## src/rtl/axis_frame_tx.sv

```systemverilog
`timescale 1ns/1ps
// axis_frame_tx: groups an incoming byte stream into frames of
// header byte, PLD_LEN payload bytes, then an additive checksum beat that
// carries tlast. Both sides use AXI4-Stream handshakes. The output is a
// single register stage, and that stage can be refilled on the same cycle
// that it drains.
module axis_frame_tx #(
   parameter int                   DATA_WDTH = 8,
   parameter int                   PLD_LEN   = 4,
   parameter logic [DATA_WDTH-1:0] HDR_BYTE  = 'hA5
) (
   input  logic                 m_axis_clk,
   input  logic                 m_axis_aresetn,
   input  logic [DATA_WDTH-1:0] s_axis_tdata,
   input  logic                 s_axis_tvalid,
   output logic                 s_axis_tready,
   output logic [DATA_WDTH-1:0] m_axis_tdata,
   output logic                 m_axis_tvalid,
   input  logic                 m_axis_tready,
   output logic                 m_axis_tlast,
   output logic [15:0]          frame_cnt
);

   localparam int             CNT_W    = $clog2(PLD_LEN + 1);
   localparam logic [CNT_W-1:0] CNT_LAST = CNT_W'(PLD_LEN - 1);

   typedef enum logic [1:0] {
      S_IDLE,
      S_PAYLOAD,
      S_CSUM
   } state_t;

   state_t               r_state;
   state_t               w_state_nxt;
   logic [DATA_WDTH-1:0] r_tdata;
   logic                 r_tvalid;
   logic                 r_tlast;
   logic [DATA_WDTH-1:0] r_sum;
   logic [CNT_W-1:0]     r_cnt;
   logic [15:0]          r_frame_cnt;

   logic                 w_free;
   logic                 w_s_tready;
   logic                 w_load;
   logic [DATA_WDTH-1:0] w_load_data;
   logic                 w_load_last;
   logic [DATA_WDTH-1:0] w_sum_nxt;
   logic [CNT_W-1:0]     w_cnt_nxt;

   // The output register can take a new beat when it is empty or being drained.
   assign w_free = !r_tvalid || m_axis_tready;

   // Next-state logic and the decision whether to load the output register.
   // NOTE: every signal gets a default first, so that no path infers a latch.
   always_comb begin
      w_state_nxt = r_state;
      w_s_tready  = 1'b0;
      w_load      = 1'b0;
      w_load_data = r_tdata;
      w_load_last = 1'b0;
      w_sum_nxt   = r_sum;
      w_cnt_nxt   = r_cnt;
      case (r_state)
         S_IDLE: begin
            // A header goes out only once payload is waiting; the byte itself stays put.
            if (s_axis_tvalid && w_free) begin
               w_load      = 1'b1;
               w_load_data = HDR_BYTE;
               w_sum_nxt   = '0;
               w_cnt_nxt   = '0;
               w_state_nxt = S_PAYLOAD;
            end
         end
         S_PAYLOAD: begin
            w_s_tready = w_free;
            if (s_axis_tvalid && w_free) begin
               w_load      = 1'b1;
               w_load_data = s_axis_tdata;
               w_sum_nxt   = r_sum + s_axis_tdata;
               w_cnt_nxt   = r_cnt + CNT_W'(1);
               if (r_cnt == CNT_LAST) begin
                  w_state_nxt = S_CSUM;
               end
            end
         end
         S_CSUM: begin
            if (w_free) begin
               w_load      = 1'b1;
               w_load_data = r_sum;
               w_load_last = 1'b1;
               w_state_nxt = S_IDLE;
            end
         end
         default: w_state_nxt = S_IDLE;
      endcase
   end

   // State register.
   // NOTE: sequential state uses non-blocking assignments only, so every flop samples pre-edge values.
   always_ff @(posedge m_axis_clk or negedge m_axis_aresetn) begin
      if (!m_axis_aresetn) begin
         r_state <= S_IDLE;
      end else begin
         r_state <= w_state_nxt;
      end
   end

   // Output stage: it loads a new beat, drops valid when the beat is taken
   // and nothing replaces it, and otherwise holds its contents.
   always_ff @(posedge m_axis_clk or negedge m_axis_aresetn) begin
      if (!m_axis_aresetn) begin
         r_tvalid <= 1'b0;
         r_tdata  <= '0;
         r_tlast  <= 1'b0;
      end else if (w_load) begin
         r_tvalid <= 1'b1;
         r_tdata  <= w_load_data;
         r_tlast  <= w_load_last;
      end else if (m_axis_tready) begin
         r_tvalid <= 1'b0;
         r_tlast  <= 1'b0;
      end
   end

   // Running checksum and payload counter for the frame in progress.
   always_ff @(posedge m_axis_clk or negedge m_axis_aresetn) begin
      if (!m_axis_aresetn) begin
         r_sum <= '0;
         r_cnt <= '0;
      end else begin
         r_sum <= w_sum_nxt;
         r_cnt <= w_cnt_nxt;
      end
   end

   // Count a frame when its checksum beat is handed downstream.
   always_ff @(posedge m_axis_clk or negedge m_axis_aresetn) begin
      if (!m_axis_aresetn) begin
         r_frame_cnt <= '0;
      end else if (r_tvalid && m_axis_tready && r_tlast) begin
         r_frame_cnt <= r_frame_cnt + 16'd1;
      end
   end

   assign s_axis_tready = w_s_tready;
   assign m_axis_tdata  = r_tdata;
   assign m_axis_tvalid = r_tvalid;
   assign m_axis_tlast  = r_tlast;
   assign frame_cnt     = r_frame_cnt;

endmodule

```

## config.mk

```make
export PLATFORM = sky130hd
export DESIGN_NAME = axis_frame_tx
export DESIGN_NICKNAME = d
export VERILOG_FILES = /design/src/rtl/axis_frame_tx.sv
export SDC_FILE = /design/constraint.sdc
export NUM_CORES = 1
export LEC_CHECK = 0
export CORE_ASPECT_RATIO = 0.8
export CORE_MARGIN = 3
export CORE_UTILIZATION = 52
export DETAILED_ROUTE_END_ITERATION = 10
export PLACE_DENSITY = 0.79
export SYNTH_ARGS = -nofsm -noshare
export SYNTH_HDL_FRONTEND = slang
export SYNTH_SLANG_ARGS = --single-unit
```

## constraint.sdc

```tcl
create_clock -name m_axis_clk -period 2.5 [get_ports m_axis_clk]
set_input_delay 0.5 -clock m_axis_clk [delete_from_list [all_inputs] [get_ports m_axis_clk]]
set_output_delay 0.5 -clock m_axis_clk [all_outputs]
set_load 0.05 [all_outputs]
```

==> results.md <==
Yosys:
- The dominant combinational cell family by area after synthesis is compound AO/OA/AOI/OAI gates.
- The synthesized design spends more area on one cell type than any other, namely sky130_fd_sc_hd__dfrtp_1.
- After synthesis the cells add up to 0.002108 mm2.
- The fraction of the mapped netlist area in compound gates was 0.1691.
- When the netlist entered floorplanning its net count stood at 232.
- The share of synthesized area in the top cell type comes to 0.4629.
- Synthesis handed over a netlist of 205 instances.
- The portion of synthesized area spent on multiplexers is 0.01543.
- The sequential area share after synthesis is 0.4629.
- The number of flops mapped to enable cells by yosys is 0.
- Yosys attributes the largest share of cell area to sky130_fd_sc_hd__dfrtp_1, sky130_fd_sc_hd__ha_1, sky130_fd_sc_hd__nand2_1, sky130_fd_sc_hd__xnor2_1, sky130_fd_sc_hd__xor2_1.
- For this run, the number of Yosys warnings is 0.
- After synthesis the netlist holds a flip-flop and latch count of 39.
- After synthesis, the mean cell area works out to 10.28 um2.
- The synthesized netlist contains 39 unique library cells.
- The async set-or-reset flop fraction in the synthesized netlist is 1.000.
- The most used flip-flop cell after synthesis is sky130_fd_sc_hd__dfrtp_1.
- The fraction of synthesized cell area in xor and xnor cells is 0.07893.
- The adder-cell share of the synthesized area is 0.09258.
- Of the total synthesized cell area, the portion taken by AND, OR, NAND and NOR gates is 0.1531.

Final layout:
- The area growth from synthesis to final layout is 26.35%.
- In the final layout, the share of cells above drive strength 1 is 0.08367.
- In the layout the commonest cells are sky130_fd_sc_hd__dfrtp_1, sky130_fd_sc_hd__clkdlybuf4s50_1, sky130_fd_sc_hd__nand2_1, sky130_fd_sc_hd__ha_1, sky130_fd_sc_hd__xnor2_1.
- The repair_antennas step left the layout with diodes totalling 0.
- The net count of the finished layout is 277.
- The fill cell instance count of the final layout is 324.
- Leaving out fill and tap cells, the most frequent cell in the layout is sky130_fd_sc_hd__dfrtp_1.

Clock tree:
- The number of H-tree levels is 2.
- The clock transition at the register clock pins on the worst setup and hold paths after CTS is 0.07 ns.
- The clock passes through at most 2 buffers.
- TritonCTS built the clock tree.
- The count of buffers added by post-CTS timing repair for setup is 0.
- The post-CTS resize count is 0.
- Clock tree synthesis inserted a total of 5 buffers.
- The worst-skew pair later-pin latency is 0.28 ns.
- The buffer cell driving the clock tree root is sky130_fd_sc_hd__clkbuf_8.
- The hold buffer count at CTS is 0.
- CTS saw 39 sinks.

Power and ir drop:
- The share of total power dissipated in sequential elements is 0.329.
- For this design the static power due to leakage is 1.275 nW.
- The power density relative to cell area is 1082 mW/mm2.
- The relative contribution of combinational cells to total power is 0.531.
- The internal portion of the total power is 1.632 mW.
- The overall power is 2.882 mW.
- Of the total power, the share spent switching nets is 0.4336.
- IR analysis of the VDD net gives a maximum drop of 0.0005684 V.
- The share of power burned in the clock network is 0.140.
- In this run the power spent charging and discharging nets is 1.250 mW.

Worst setup path:
- Of all nets on the critical path, the largest fanout is 3.
- Setup slack on the worst reg-to-reg path comes out at 0.50 ns.
- The worst setup path is captured at a register.
- The startpoint identified for the worst register-to-register timing path is r_state[0]$_DFFE_PN0P_.
- Counting both buffers and inverters, the worst setup path holds a total of 1.
- For the worst setup path, the data required time is 2.67 ns.
- The data arrival time of the critical path is 2.39 ns.
- The worst-case reg-to-reg path depth is 7.
- The critical path goes through clkdlybuf4s50_1, ha_1, fa_1, a21o_1, a21o_1, a21oi_1, mux2i_1, nand2_1.
- The kind of cell with the highest combined delay along the critical path is adder cells.
- The endpoint identified for the worst register-to-register timing path is m_axis_tdata[5]$_DFFE_PN0P_.
- The largest single stage delay on the critical path is 0.43 ns.
- The launching element type of the critical path is an input pin.
- For this design, the slowest cell found on the critical path is sky130_fd_sc_hd__clkdlybuf4s50_1.
- The start-to-end type of the worst setup path is input pin to register.
- The most repeated library cell on the critical path is sky130_fd_sc_hd__a21o_1.

STA:
- The final-report max-slew violation count is 0.
- Setup violations remaining at the end of the flow were counted as 0.
- Setup repair after global routing left no endpoint under its margin.
- The highest clock rate is 450.5 MHz.
- For the pin with the worst max-slew slack, the measured transition is 0.8306 ns.
- The minimum clock period after layout is 2.220 ns.
- The worst pin sits at a relative slew slack of 0.4463.
- On the final layout, the worst hold slack is 0.3043 ns.
- The final clock period utilization by the worst path is 0.8879.
- The number of endpoints with negative hold slack in the final report is 0.
- Once routing completed, OpenROAD measured the worst setup slack at 0.2803 ns.
- The final worst clock skew is 0.003478 ns.

Flow run:
- Across the run, the number of max-cap violations was 0.

GRT:
- The largest net degree at the start of global routing is 40.
- The total routing usage reported by global routing is 0.1852.
- The first global-routing pass estimated 7.176 mm of wire.
- For this run the aggregate overflow at the end of global routing stands at 0.
- The number of global-route vias before repair came to 1528.
- The number of antenna violations at the first check in global routing is 0.

Floorplanning:
- After floorplanning, the core was sized to cover 0.003854 mm2.
- The die boundary height is 62.95 um.
- The die area is 0.004859 mm2.
- The initial utilization of the core area, before any placement, comes to 0.5471.
- The count of pins on the block boundary is 39.
- Measured along the x axis, the die boundary spans 77.19 um.
- After floorplanning, the core was divided into 20 placement rows.

Placed design:
- The setup slack after placement is -0.005516 ns.
- The placer congestion estimate is 0.8106.
- The HPWL reported at the end of detailed placement is 3.147 mm.
- Buffers placed on the I/O ports in this run total 38.

Routing:
- The routed layout has 1653 vias.
- The average wire per standard cell is 13.49 um.
- The number of routed nets with antenna violations is 0.
- The pre-antenna-repair detailed-routing pass consisted of 6 iterations.
- The number of vias per cell is 5.402.
- The routed wire length is 4.127 mm.
- For this block, the initial DRC count from the detailed router was 76.
- For this run, design rule violations remaining after detail routing come to 0.

Status:
- The flow ran to the end, and the final reports show no timing, DRC or antenna violations.

Worst hold path:
- The type of the worst min-delay path is input pin to asynchronous set/reset pin.
## synthesized netlist by cell type, types with 2 or more instances
library cell / n
sky130_fd_sc_hd__a22oi_1: 4
sky130_fd_sc_hd__o21ai_0: 9
sky130_fd_sc_hd__nand2_1: 24
sky130_fd_sc_hd__a21o_1: 8
sky130_fd_sc_hd__and3_1: 8
sky130_fd_sc_hd__dfrtp_1: 39
sky130_fd_sc_hd__buf_2: 2
sky130_fd_sc_hd__a211o_1: 2
sky130_fd_sc_hd__a21oi_1: 9
sky130_fd_sc_hd__inv_1: 6
sky130_fd_sc_hd__xor2_1: 9
sky130_fd_sc_hd__o21ai_1: 7
sky130_fd_sc_hd__nor3_1: 5
sky130_fd_sc_hd__xnor2_1: 10
sky130_fd_sc_hd__mux2_2: 2
sky130_fd_sc_hd__clkbuf_1: 3
sky130_fd_sc_hd__nand4_1: 5
sky130_fd_sc_hd__ha_1: 14
sky130_fd_sc_hd__nand3_1: 5
sky130_fd_sc_hd__and2_1: 2
sky130_fd_sc_hd__a22o_1: 7
sky130_fd_sc_hd__nor2_1: 8
## layout make-up
cell class,instances,area (um2),share of cell area
multi-input cells,153,1074,0.4030
clock inverters,2,12.51,0.004697
flip-flops and latches,39,975.9,0.3664
clock buffers,6,72.57,0.02724
well taps,55,68.82,0.02583
repair buffers,45,437.9,0.1644
inverters,6,22.52,0.008455
## flip-flops by register name, indices dropped and copies added (netlist names)
| register | flops |
|---|---|
| frame_cnt | 16 |
| r_sum | 8 |
| r_cnt | 3 |
| m_axis_tdata | 8 |
| r_state | 2 |
| m_axis_tlast | 1 |
| m_axis_tvalid | 1 |
## worst max-delay path by stage
| stage | from | endpoint | cells after the start |
|---|---|---|---|
| after floorplan | s_axis_tdata[0] | r_sum[6]$_DFFE_PN0P_ | 7 |
| after global placement | s_axis_tdata[0] | r_sum[6]$_DFFE_PN0P_ | 8 |
| after detailed placement | s_axis_tdata[0] | r_sum[6]$_DFFE_PN0P_ | 8 |
| after CTS | s_axis_tdata[0] | r_sum[6]$_DFFE_PN0P_ | 8 |
| after global routing | s_axis_tdata[0] | r_sum[6]$_DFFE_PN0P_ | 8 |
| final | s_axis_tdata[0] | r_sum[6]$_DFFE_PN0P_ | 8 |
## kinds of logic (layout without fill, tap and decap cells)
group	after synthesis	count (layout)
DFF	39	39
adders and majority gates	15	15
AOI/OAI and AO/OA	53	53
buffers and inverters	13	59
muxes	3	3
and+or+nand+nor	63	63
xor gates and xnor gates	19	19
## stage by stage
| step | utilization | instances | area, um2 | setup TNS [ns] |
|---|---|---|---|---|
| floorplan | - | 205 | 2108 | 0 |
| global placement | 0.6692 | 298 | 2579 | 0 |
| detailed placement | 0.6692 | 298 | 2579 | -0.005516 |
| CTS | 0.6912 | 306 | 2664 | 0 |
| global route | 0.6912 | 306 | 2664 | 0 |
| finish | 0.6912 | 306 | 2664 | 0 |
## power groups by stage
stage / combinational [mW] / sequential, mW / clock (mW)
global placement: 1.51 / 0.956 / 0
finish: 1.53 / 0.949 / 0.402
detailed placement: 1.53 / 0.962 / 0
CTS: 1.54 / 0.950 / 0.413
global route: 1.66 / 0.979 / 0.445
floorplan: 0.776 / 1.24 / 0
## routing by layer
layer | part of all wire | vias up | routed length (um) | GRT usage
li1 | - | 823 | - | -
met1 | 0.49 | 786 | 2024 | 0.2575
met2 | 0.44 | 37 | 1827 | 0.2791
met3 | 0.050 | 7 | 208 | 0.04611
met4 | 0.016 | 0 | 67 | 0.07111
met5 | 0 | - | 0 | 0
(Power assumes the default switching activity.)
